$ cat src/rtl/sync_fifo_param.sv
// Parametrised single-clock FIFO with programmable almost-full/almost-empty
// thresholds, overflow/underflow pulses and optional first-word-fall-through.
module sync_fifo_param #(
  parameter int  DATA_W   = 8,
  parameter int  DEPTH    = 8,
  parameter int  AF_LEVEL = 6,
  parameter int  AE_LEVEL = 2,
  parameter bit  FWFT     = 1'b0,
  localparam int CNT_W    = $clog2(DEPTH) + 1
) (
  input  logic              clk,
  input  logic              rst,
  input  logic [DATA_W-1:0] buf_in,
  input  logic              wr_en,
  input  logic              rd_en,
  output logic [DATA_W-1:0] buf_out,
  output logic              empty,
  output logic              full,
  output logic              almost_full,
  output logic              almost_empty,
  output logic [CNT_W-1:0]  fifo_cnt,
  output logic              overflow,
  output logic              underflow
);

  localparam int               PTR_W     = $clog2(DEPTH);
  localparam logic [CNT_W-1:0] DEPTH_CNT = CNT_W'(DEPTH);
  localparam logic [CNT_W-1:0] AF_CNT    = CNT_W'(AF_LEVEL);
  localparam logic [CNT_W-1:0] AE_CNT    = CNT_W'(AE_LEVEL);

  logic [DATA_W-1:0] mem_q [DEPTH];

  logic [PTR_W-1:0]  wr_ptr_q, wr_ptr_d;
  logic [PTR_W-1:0]  rd_ptr_q, rd_ptr_d;
  logic [CNT_W-1:0]  cnt_q, cnt_d;
  logic [DATA_W-1:0] buf_out_q, buf_out_d;
  logic              overflow_q, overflow_d;
  logic              underflow_q, underflow_d;
  logic              rd_acc, wr_acc;

  // Both accept decisions use pre-edge occupancy; a write into a full FIFO
  // only fits if a read frees a slot on the same edge.
  assign rd_acc = rd_en && (cnt_q != '0);
  assign wr_acc = wr_en && ((cnt_q != DEPTH_CNT) || rd_acc);

  always_comb begin
    // NOTE: every variable gets a default first so no path can infer a latch.
    wr_ptr_d    = wr_ptr_q;
    rd_ptr_d    = rd_ptr_q;
    cnt_d       = cnt_q;
    buf_out_d   = buf_out_q;
    overflow_d  = 1'b0;
    underflow_d = 1'b0;

    if (rst) begin
      wr_ptr_d  = '0;
      rd_ptr_d  = '0;
      cnt_d     = '0;
      buf_out_d = '0;
    end else begin
      if (wr_acc) wr_ptr_d = wr_ptr_q + 1'b1;
      if (rd_acc) begin
        rd_ptr_d  = rd_ptr_q + 1'b1;
        buf_out_d = mem_q[rd_ptr_q];
      end
      unique case ({wr_acc, rd_acc})
        2'b10:   cnt_d = cnt_q + 1'b1;
        2'b01:   cnt_d = cnt_q - 1'b1;
        default: cnt_d = cnt_q;
      endcase
      overflow_d  = wr_en && !wr_acc;
      underflow_d = rd_en && !rd_acc;
    end
  end

  always_ff @(posedge clk) begin
    // NOTE: state flops use non-blocking assignment so every flop samples
    // pre-edge values regardless of statement order.
    wr_ptr_q    <= wr_ptr_d;
    rd_ptr_q    <= rd_ptr_d;
    cnt_q       <= cnt_d;
    buf_out_q   <= buf_out_d;
    overflow_q  <= overflow_d;
    underflow_q <= underflow_d;
  end

  // NOTE: storage has no reset; the pointers alone define which words are valid.
  always_ff @(posedge clk) begin
    if (wr_acc && !rst) mem_q[wr_ptr_q] <= buf_in;
  end

  // In FWFT mode buf_out_q remembers the last popped word for the empty case.
  assign buf_out      = (FWFT && !empty) ? mem_q[rd_ptr_q] : buf_out_q;
  assign fifo_cnt     = cnt_q;
  assign empty        = (cnt_q == '0);
  assign full         = (cnt_q == DEPTH_CNT);
  assign almost_full  = (cnt_q >= AF_CNT);
  assign almost_empty = (cnt_q <= AE_CNT);
  assign overflow     = overflow_q;
  assign underflow    = underflow_q;

endmodule

$ cat config.mk
export PLATFORM = sky130hd
export DESIGN_NAME = sync_fifo_param
export DESIGN_NICKNAME = d
export VERILOG_FILES = /design/src/rtl/sync_fifo_param.sv
export SDC_FILE = /design/constraint.sdc
export NUM_CORES = 1
export LEC_CHECK = 0
export ABC_CLOCK_PERIOD_IN_PS = 2760
export BUFFER_PORTS_ARGS = -buffer_cell sky130_fd_sc_hd__buf_2
export CORE_UTILIZATION = 50
export DETAILED_ROUTE_END_ITERATION = 8
export MAX_ROUTING_LAYER = met4
export PLACE_DENSITY = 0.79
export REMOVE_ABC_BUFFERS = 1
export SYNTH_ARGS = -nofsm -noshare
export SYNTH_HDL_FRONTEND = slang
export SYNTH_SLANG_ARGS = --single-unit
$ cat constraint.sdc
create_clock -name clk -period 2.76 [get_ports clk]
set_input_delay 0.138 -clock clk [delete_from_list [all_inputs] [get_ports clk]]
set_output_delay 0.138 -clock clk [all_outputs]
set_load 0.005 [all_outputs]
# ---- After elaboration in Yosys (flattened, before gate mapping)
# Memory sizes are Yosys's and may differ from the RTL's. A register that Yosys moved wholly into a read port is not among the register bits.
# Cells that the tools add are included.
dict set report op_classes {
  add_sub_neg 4
  multipliers 0
  div 0
  n_lt_le_gt_ge 2
  n_eq_ne 4
  shift 0
  muxes 3
  bitwise 0
  n_reduce_logical 12
}
# op n
set op_table {}
lappend op_table {{4-bit one-hot mux with 2 select lines} 1}
lappend op_table {{3-bit by 1-bit adder with 3-bit output (second input constant)} 2}
lappend op_table {{1-bit logical AND} 5}
lappend op_table {{4-bit by 1-bit adder with 4-bit output (second input constant)} 1}
lappend op_table {{4-bit == test (second input constant)} 1}
lappend op_table {{4-bit by 3-bit greater-or-equal comparator with 1-bit output (second input constant)} 1}
lappend op_table {{4-bit by 2-bit <= comparator with 1-bit output (second input constant)} 1}
lappend op_table {{4-bit logical NOT} 1}
lappend op_table {{4-bit inequality test (second input constant)} 1}
lappend op_table {{4-bit nonzero test} 1}
lappend op_table {{4-bit by 1-bit subtractor with 4-bit output (second input constant)} 1}
lappend op_table {{1-bit logical NOT} 3}
lappend op_table {{2-bit by 1-bit == test with 1-bit output (second input constant)} 1}
lappend op_table {{2-bit == test (second input constant)} 1}
lappend op_table {{1-bit two-way mux} 2}
lappend op_table {{2-bit nonzero test} 1}
lappend op_table {{1-bit logical OR} 1}
dict set report totals {
  reg_bits 12
  latchBits 0
  mem_bits_rw 64
  romBits 0
  out_inout_bits 18
  elab_cells 31
  memories 1
}
# name depth word_bits rd rd_clocked_by_memory_dff write_ports line_no
set memory_table {}
lappend memory_table {mem_q 8 8 1 1 1 31} ;# logic [DATA_W-1:0] mem_q [DEPTH];

# ---- Longest topological paths before layout
# Gate-level depths: netlist of the first run.
dict set report logic_depth {
  ltp_word 7
  ltp_mapped 9
}

# ---- Least setup slack after synthesis of the first run
# OpenSTA, ideal clock, no wires.
dict set report synth_path {
  path_type {register to register}
  from {reg cnt_q[2], in the netlist fifo_cnt[2]}
  to {mem mem_q[0][0], enable pin}
  setup_time_ns 0.398
  arrival_ns 1.928
  required_ns 2.362
  setup_slack_ns 0.434
  path_stages_with_launch 6
  period_less_slack_ns 2.326
  cell_sequence {dfxtp_1 > clkbuf_1 > or4b_4 > buf_6 > o21ai_4 > nor4b_1}
}
dict set report synth_via {
  elab_chain_len 7
  elab_cells_between_ends 8
  cone_classes {eq/ne: 1; mux: 2; reduce/logical: 5}
}
# item line_no
set synth_lines {}
lappend synth_lines {{start: declaration} 35} ;# logic [CNT_W-1:0] cnt_q, cnt_d;
lappend synth_lines {{start signal: assignment} 81} ;# cnt_q <= cnt_d;
lappend synth_lines {{4-bit nonzero test} 43} ;# assign rd_acc = rd_en && (cnt_q != '0);
lappend synth_lines {{1-bit logical AND} 43}
lappend synth_lines {{1-bit logical OR *} 44} ;# assign wr_acc = wr_en && ((cnt_q != DEPTH_CNT) || rd_acc);
lappend synth_lines {{1-bit logical AND *} 44}
lappend synth_lines {{1-bit logical AND *} 89} ;# if (wr_acc && !rst) mem_q[wr_ptr_q] <= buf_in;
lappend synth_lines {{1-bit two-way mux *} 89}
lappend synth_lines {{1-bit two-way mux (not written as such) *} 89}
lappend synth_lines {{end: declaration} 31}
# Mark *: on every way between the ends. The rest lies on a longest branch, timed or not.

# ---- Worst setup path in the final report of the first run
dict set report layout_path {
  from {reg cnt_q[1], in the netlist fifo_cnt[1]}
  to {reg cnt_q[3], in the netlist fifo_cnt[3]}
}
dict set report layout_via {
  elab_chain_len 6
  elab_cells_between_ends 11
  cone_classes {add/sub: 2; eq/ne: 3; mux: 1; reduce/logical: 5}
}
# item line_no
set layout_lines {}
lappend layout_lines {{4-bit nonzero test} 43}
lappend layout_lines {{1-bit logical AND} 43}
lappend layout_lines {{1-bit logical OR} 44}
lappend layout_lines {{1-bit logical AND} 44}
lappend layout_lines {{2-bit by 1-bit == test with 1-bit output / 2-bit == test (equally long branches)} 66} ;# unique case ({wr_acc, rd_acc})
lappend layout_lines {{4-bit one-hot mux with 2 select lines / 2-bit nonzero test (equally long branches)} -}
# Several ways; a longest one is shown, not always the timed one.
# A chain may end at the register's enable or synchronous reset.

==> flow_summary.json, run 1 <==
{
  "wirelength_um": 5710,
  "leakage_nw": 1.37,
  "violations": "DRC",
  "post-cts-setup-buffers": 0,
  "reg2reg_depth": 8,
  "row_count": 29,
  "fin_hold_ws_ps": 48.9,
  "max_stage_delay_ps": 450,
  "initial_core_util_pct": 52.7,
  "cp_num_cells": 8,
  "skew_ps": 7.56,
  "place_inst": 311,
  "synth_top_family_by_area": "multiplexers",
  "drive_above_1_share_pct": 31.6,
  "p_comb_share_pct": 26.7,
  "synthMostInstantiatedCell": "edfxtp_1",
  "ys_ff_latch": 84,
  "synthAdderAreaFrac_pct": 2.05,
  "finalHoldViolCount": 0,
  "critPathTopFamily": "compound AO/OA/AOI/OAI gates",
  "synthArstFlopShare_pct": 0,
  "crit_arrival_ps": 2640,
  "cp_num_buf_inv": 1,
  "htree_num_levels": 3,
  "endpoint": "fifo_cnt[3]",
  "coreArea_um2": 6490,
  "cts-resized-gates": 0,
  "viasPerCell": 5.72,
  "slew_violations": 0,
  "synth.distinct_cells": 36,
  "die_y_um": 84.8,
  "crit_fanout": 12,
  "synthToLayoutAreaGrowth_pct": 13.4,
  "clockBufferDepth": 2,
  "setup_viol": 0,
  "ys_top_cells_by_count": "edfxtp_1 (64), nor2_1 (22), dfxtp_1 (20)",
  "power_frac_clock_pct": 26.5,
  "antenna_found_initial": 0,
  "gp_congestion": 0.775,
  "synth_top_area_share_pct": 56.1,
  "start_kind": "flop",
  "vdd_drop_max_uv": 390,
  "critPathKind": "reg -> reg",
  "post-dp-hpwl_um": 3530,
  "cts_tree": "yes",
  "synth_edf_count": 64,
  "switchingPower_uw": 990,
  "syn_area_um2": 3420,
  "avgSynthCellArea_um2": 16.4,
  "drc_errors": 3,
  "swShare_pct": 29.6,
  "cts_hold_buffers": 0,
  "final_antenna_net_count": 0,
  "grt_pass1_vias": 1841,
  "first_iter_violations": 136,
  "r2r-start": "fifo_cnt[1]",
  "final_util_pct": 59.8,
  "clkSinkCount": 84,
  "synthMuxAreaShare_pct": 13.8,
  "diodes": 0,
  "p_int_mw": 2.36,
  "post-route-min-period_ps": 2390,
  "pwr_density_cell_nw_per_um2": 862,
  "ys.flop_type": "edfxtp_1",
  "fin_cells": 327,
  "place_ws_ps": 393,
  "grt_usage_pct": 18.4,
  "synth_cells": 209,
  "r2r-end": "fifo_cnt[3]",
  "grt_pass1_wl_um": 9300,
  "ys_top_cells_by_area": "edfxtp_1 (56%), dfxtp_1 (12%), mux4_2 (11%), mux2i_1 (2.9%), nor2_1 (2.4%)",
  "ys_warn_count": 0,
  "drtPass1Iterations": 9,
  "yosysTopAreaCell": "edfxtp_1",
  "fin_area_um2": 3880,
  "synthSimpleGateAreaFrac_pct": 5.77,
  "p_total_mw": 3.35,
  "ys_seq_area_share_pct": 67.8,
  "r2r_slack_ps": 370,
  "tightestPinTransition_ps": 798,
  "synth_compound_area_share_pct": 5.74,
  "startpoint": "fifo_cnt[1]",
  "drv_cap": 0,
  "ios": 30,
  "synth_xor_area_share_pct": 1.79,
  "root_buffer": "clkbuf_8",
  "cpMaxStageDelayCell": "o41a_1",
  "fmaxAchievable_mhz": 418,
  "seq_power_share_pct": 46.8,
  "num_vias": 1869,
  "worstPathRequired_ps": 3010,
  "wire_per_inst_um": 17.4,
  "critPathCaptureType": "flop",
  "slew_headroom_pct": 46.8,
  "crit_path_cell_trace": "o41a_1, nand2b_1, inv_1, ha_1, a21o_1, a21oi_1, mux2i_1, mux2_1",
  "die_x_um": 84.8,
  "nets": 262,
  "insertion_delay_ps": 350,
  "cts_buffers": 9,
  "numPortBuffers": 29,
  "grt_overflow": 0,
  "place_area_um2": 3680,
  "period_share_pct": 86.7,
  "status": "complete, but fails checks",
  "die_area_um2": 7180,
  "grt_max_degree": 26,
  "fin_tns_setup_ps": 0,
  "clk_pin_slew_worst_paths_ps": 90,
  "hold_path_class": "in -> reg",
  "rsz0062_at_grt": "no",
  "setup_slack_ps": 366
}
power groups by stage:
stage,clock network (mW),registers [mW],logic (mW)
CTS,0.909,1.57,0.908
global route,0.955,1.58,0.986
detailed placement,0,1.60,0.904
finish,0.886,1.57,0.895
floorplan,0,1.66,0.526
global placement,0,1.59,0.882
cells by family after synthesis:
| family | after synthesis |
|---|---|
| simple gates | 41 |
| flops | 84 |
| compound gates | 24 |
| fa+ha+maj | 5 |
| buf+inv | 21 |
| mux | 27 |
| xor+xnor | 7 |
final cells by class:
| cell class | instances | area [um^2] |
|---|---|---|
| Inverter | 4 | 15.0 |
| Timing Repair Buffer | 42 | 243 |
| Tap cell | 77 | 96.3 |
| Sequential cell | 84 | 2320 |
| Multi-Input combinational cell | 104 | 1000 |
| Clock inverter | 7 | 80.1 |
| Fill cell | 503 | 2610 |
| Clock buffer | 9 | 124 |
cells in the final DEF, fill, tap and decap left out, drive strengths merged, types with 2 or more instances in the layout:
cell / Yosys / final
nor4b: 2 / 2
nand2: 6 / 6
ha: 4 / 4
xnor2: 4 / 4
clkbuf: 7 / 9
buf: 10 / 42
nor4: 2 / 2
a211oi: 11 / 11
o21ai: 2 / 2
inv: 4 / 8
nor3: 4 / 4
mux2i: 10 / 10
o211ai: 3 / 3
a21oi: 3 / 3
mux4: 16 / 16
clkinvlp: 0 / 2
edfxtp: 64 / 64
a21o: 2 / 2
nor2: 22 / 22
dfxtp: 20 / 20
xor2: 3 / 3
per-layer routing:
layer  vias to the layer above  routed length [um]  track usage [%]
met3                         6                 279             5.51
met2                        57                2940             29.9
met5                         -                   0                -
met1                       923                2440             21.6
met4                         0                  48             7.55
li1                        883                   -                -
worst min-delay path by stage:
| stage | from | end | cells after the start |
|---|---|---|---|
| 2_1_floorplan | rst | fifo_cnt[2] | 1 |
| 5_1_grt | buf_in[3] | mem_q[1][3] | 1 |
| 3_3_place_gp | buf_in[3] | mem_q[2][3] | 1 |
| 4_1_cts | buf_in[6] | mem_q[6][6] | 1 |
| 6_report | buf_in[3] | mem_q[1][3] | 1 |
| 3_5_place_dp | buf_in[6] | mem_q[6][6] | 1 |
state kept, by name, summed over array words and instances, names as in the netlist:
name,cells
wr_ptr_q,3
buf_out,8
overflow,1
fifo_cnt,4
underflow,1
mem_q,64
rd_ptr_q,3
worst reg2reg max path, cell delays in order, from the launching register on:
cell and delay, ps:
dfxtp_1 440, o41a_1 450, nand2b_1 150, inv_1 90
ha_1 280, a21o_1 170, a21oi_1 160, mux2i_1 220
mux2_1 330
Power figures use the tool's default switching activity.
==> run 2: changes to the inputs <==
Settings changed: CORE_MARGIN set to 2.
==> flow_summary.json, run 2 (synthesis results as in run 1) <==
{
  "period_share_pct": 85.9,
  "numPortBuffers": 29,
  "vdd_drop_max_uv": 316,
  "first_iter_violations": 131,
  "num_vias": 1877,
  "max_stage_delay_ps": 470,
  "crit_path_cell_trace": "o41a_1, nand2b_1, inv_1, ha_1, a21o_1, a21oi_1, mux2i_1, mux2_1",
  "coreArea_um2": 6720,
  "die_y_um": 86.8,
  "grt_overflow": 0,
  "endpoint": "fifo_cnt[3]",
  "crit_fanout": 11,
  "tightestPinTransition_ps": 811,
  "final_util_pct": 57.5,
  "grt_pass1_vias": 1818,
  "slew_headroom_pct": 45.9,
  "leakage_nw": 1.36,
  "viasPerCell": 5.71,
  "cp_num_buf_inv": 1,
  "diodes": 0,
  "fin_tns_setup_ps": 0,
  "place_inst": 313,
  "hp-start": "buf_in[3]",
  "cts_hold_buffers": 0,
  "start_kind": "flop",
  "setup_viol": 0,
  "critPathTopFamily": "compound AO/OA/AOI/OAI gates",
  "grt_usage_pct": 18.1,
  "cts-resized-gates": 0,
  "worstPathRequired_ps": 3000,
  "final_antenna_net_count": 0,
  "clk_pin_slew_worst_paths_ps": 80,
  "r2r-end": "fifo_cnt[3]",
  "clkSinkCount": 84,
  "htree_num_levels": 3,
  "initial_core_util_pct": 51.0,
  "drv_cap": 0,
  "post-dp-hpwl_um": 3740,
  "reg2reg_depth": 8,
  "p_total_mw": 3.29,
  "row_count": 30,
  "r2r-start": "fifo_cnt[0]",
  "ios": 30,
  "hold_path_class": "in -> reg",
  "cts_buffers": 9,
  "drtPass1Iterations": 4,
  "final_cell_mix": "edfxtp_1 (64), buf_2 (29), nor2_1 (22)",
  "startpoint": "fifo_cnt[0]",
  "synthToLayoutAreaGrowth_pct": 12.8,
  "grt_pass1_wl_um": 9460,
  "root_buffer": "clkbuf_8",
  "post-cts-setup-buffers": 0,
  "insertion_delay_ps": 350,
  "die_x_um": 86.8,
  "r2r_slack_ps": 390,
  "largest_register_ffs": 64,
  "largest-register": "mem_q",
  "wirelength_um": 5970,
  "rsz0062_at_grt": "no",
  "cp_num_cells": 8,
  "critPathCaptureType": "flop",
  "antenna_found_initial": 0,
  "die_area_um2": 7530,
  "skew_ps": 7.11,
  "critPathKind": "reg -> reg",
  "cpMaxStageDelayCell": "o41a_1",
  "wire_per_inst_um": 18.1,
  "min_delay_path_depth": 1,
  "status": "complete, no violations",
  "clockBufferDepth": 2,
  "final_common_cell": "edfxtp_1",
  "drive_above_1_share_pct": 30.1,
  "gp_congestion": 0.777,
  "fmaxAchievable_mhz": 422,
  "crit_arrival_ps": 2610,
  "post-route-min-period_ps": 2370,
  "fin_cells": 329,
  "grt_max_degree": 26,
  "finalHoldViolCount": 0,
  "cts_tree": "yes",
  "slew_violations": 0,
  "pwr_density_cell_nw_per_um2": 852,
  "nets": 261,
  "drc_errors": 0
}
-- run 2: cell types whose count changed in the layout (fill, tap and decap cells not counted) --
cell / before / now
inv_6: 4 / 0
clkinv_1: 0 / 1
clkbuf_1: 0 / 2
buf_4: 13 / 12
clkinv_2: 0 / 1
-- run 2: worst min path at each step --
stage / endpoint
floorplan: fifo_cnt[2]
finish: mem_q[4][3]
CTS: mem_q[3][3]
global placement: mem_q[2][6]
detailed placement: mem_q[3][3]
global route: mem_q[3][0]
-- run 2: final cells by class --
class	count	area (um^2)
Tap cell	80	100
Sequential cell	84	2320
Multi-Input combinational cell	104	1000
Clock inverter	5	53.8
Clock buffer	11	131
Timing Repair Buffer	41	235
Inverter	4	15.0
Fill cell	527	2860
-- run 2: power by group --
group | switching (mW) | internal [mW]
sequential | 0.116 | 1.47
clock | 0.414 | 0.414
combinational | 0.428 | 0.451
total | 0.958 | 2.33
-- run 2: worst register-to-register path, stage by stage (launching register included) --
cell	delay (ps)
dfxtp_1	420
o41a_1	470
nand2b_1	140
inv_1	90
ha_1	270
a21o_1	170
a21oi_1	160
mux2i_1	210
mux2_1	330
-- run 2: layer usage --
layer  part of all wire [%]  global-route usage (%)  wire (um)  vias up
li1                       -                       -          -      870
met1                     44                    23.9       2640      949
met2                     49                    26.2       2920       49
met3                    5.2                    5.43        308        9
met4                    1.6                    7.67         98        0
met5                      0                       -          0        -
-- run 2: metrics by stage --
step | area (um^2) | setup slack, ps | hold slack (ps)
final | 3860 | 389 | 50.4
after global placement | 3680 | 468 | 405
after CTS | 3860 | 386 | 36.3
after global routing | 3860 | 181 | 43.5
after detailed placement | 3680 | 392 | 412
after floorplan | 3330 | 231 | 207
==> run 3: changes to the inputs <==
Settings changed: CAP_MARGIN set to 5, CELL_PAD_IN_SITES_DETAIL_PLACEMENT set to 2, CELL_PAD_IN_SITES_GLOBAL_PLACEMENT set to 2, CORE_UTILIZATION 50 to 43, PLACE_DENSITY 0.79 to 0.88.
==> flow_summary.json, run 3 (synthesis results as in run 1) <==
{
  "crit_arrival_ps": 2690,
  "diodes": 0,
  "leakage_nw": 1.35,
  "min_delay_path_depth": 1,
  "setup_viol": 0,
  "viasPerCell": 5.66,
  "period_share_pct": 88.0,
  "ios": 30,
  "grt_usage_pct": 22.3,
  "num_vias": 1975,
  "slew_violations": 0,
  "clk_pin_slew_worst_paths_ps": 100,
  "post-dp-hpwl_um": 5620,
  "status": "complete, no violations",
  "hold_path_class": "in -> reg",
  "pwr_density_cell_nw_per_um2": 876,
  "reg2reg_depth": 8,
  "worstPathRequired_ps": 3020,
  "drc_errors": 0,
  "crit_fanout": 10,
  "die_area_um2": 8690,
  "numPortBuffers": 29,
  "grt_pass1_vias": 2201,
  "start_kind": "flop",
  "die_y_um": 93.2,
  "drv_cap": 0,
  "tightestPinTransition_ps": 911,
  "setup_slack_ps": 332,
  "initial_core_util_pct": 44.3,
  "fmaxAchievable_mhz": 412,
  "insertion_delay_ps": 370,
  "nets": 259,
  "fin_cells": 349,
  "place_ws_ps": 331,
  "row_count": 32,
  "wire_per_inst_um": 24.4,
  "post-cts-setup-buffers": 0,
  "vdd_drop_max_uv": 431,
  "wirelength_um": 8520,
  "seq_area_um2": 2320,
  "cts_hold_buffers": 0,
  "synthToLayoutAreaGrowth_pct": 12.8,
  "grt_max_degree": 26,
  "first_iter_violations": 103,
  "finalHoldViolCount": 0,
  "fin_tns_setup_ps": 0,
  "root_buffer": "clkbuf_8",
  "cts_buffers": 9,
  "skew_ps": 13.2,
  "coreArea_um2": 7730,
  "final_common_cell": "edfxtp_1",
  "drive_above_1_share_pct": 30.4,
  "gp_congestion": 0.756,
  "final_util_pct": 50.0,
  "rsz0062_at_grt": "no",
  "largest-register": "mem_q",
  "clockBufferDepth": 2,
  "htree_num_levels": 3,
  "critPathCaptureType": "flop",
  "critPathKind": "reg -> reg",
  "cts_tree": "yes",
  "place_inst": 333,
  "antenna_found_initial": 0,
  "slew_headroom_pct": 39.2,
  "clkSinkCount": 84,
  "final_antenna_net_count": 0,
  "drtPass1Iterations": 4,
  "final_cell_mix": "edfxtp_1 (64), buf_2 (29), nor2_1 (22)",
  "die_x_um": 93.2,
  "largest_register_ffs": 64,
  "grt_pass1_wl_um": 13100,
  "cts-resized-gates": 0,
  "post-route-min-period_ps": 2430,
  "grt_overflow": 0,
  "multi_input_area_um2": 1000,
  "fillers": 714
}
[run 3: critical path: stages, from the launching register on]
cell	delay, ps
dfxtp_1	420
o41a_1	480
nand2b_1	160
inv_1	90
ha_1	270
a21o_1	180
a21oi_1	170
mux2i_1	230
mux2_1	340
[run 3: path summary, 6_finish.rpt]
check                   start     endpoint  slack, ps
setup / recovery  fifo_cnt[3]  fifo_cnt[3]        330
hold reg to reg    buf_out[1]   buf_out[1]        510
hold / removal      buf_in[6]  mem_q[2][6]         50
setup reg to reg  fifo_cnt[3]  fifo_cnt[3]        330
[run 3: final cells by class]
cell class	count	area share (%)
inverters	4	0.389
flip-flops and latches	84	60.1
repair buffers	39	5.70
clock inverters	6	1.23
multi-input cells	104	26.0
well taps	102	3.30
clock buffers	10	3.30
[run 3: per-stage QoR]
stage | hold WS [ps] | power, mW | cell area (um^2)
floorplan | 207 | 2.19 | 3330
global route | 36.4 | 3.57 | 3860
detailed placement | 417 | 2.60 | 3690
CTS | 27.2 | 3.43 | 3860
finish | 49.9 | 3.39 | 3860
global placement | 403 | 2.50 | 3690
[run 3: per-layer routing]
layer / up-vias / global-route usage [%] / wire length, um
met1: 1033 / 28.1 / 3520
li1: 871 / - / -
met5: - / - / 0
met4: 0 / 8.46 / 142
met3: 14 / 4.27 / 337
met2: 57 / 36.3 / 4520
[run 3: where the power goes]
part / switching, mW / internal (mW) / leakage, nW / total (mW)
clock: 0.482 / 0.335 / 0.0872 / 0.817
sequential: 0.106 / 1.47 / 0.742 / 1.57
combinational: 0.525 / 0.469 / 0.516 / 0.994
total: 1.11 / 2.27 / 1.35 / 3.39
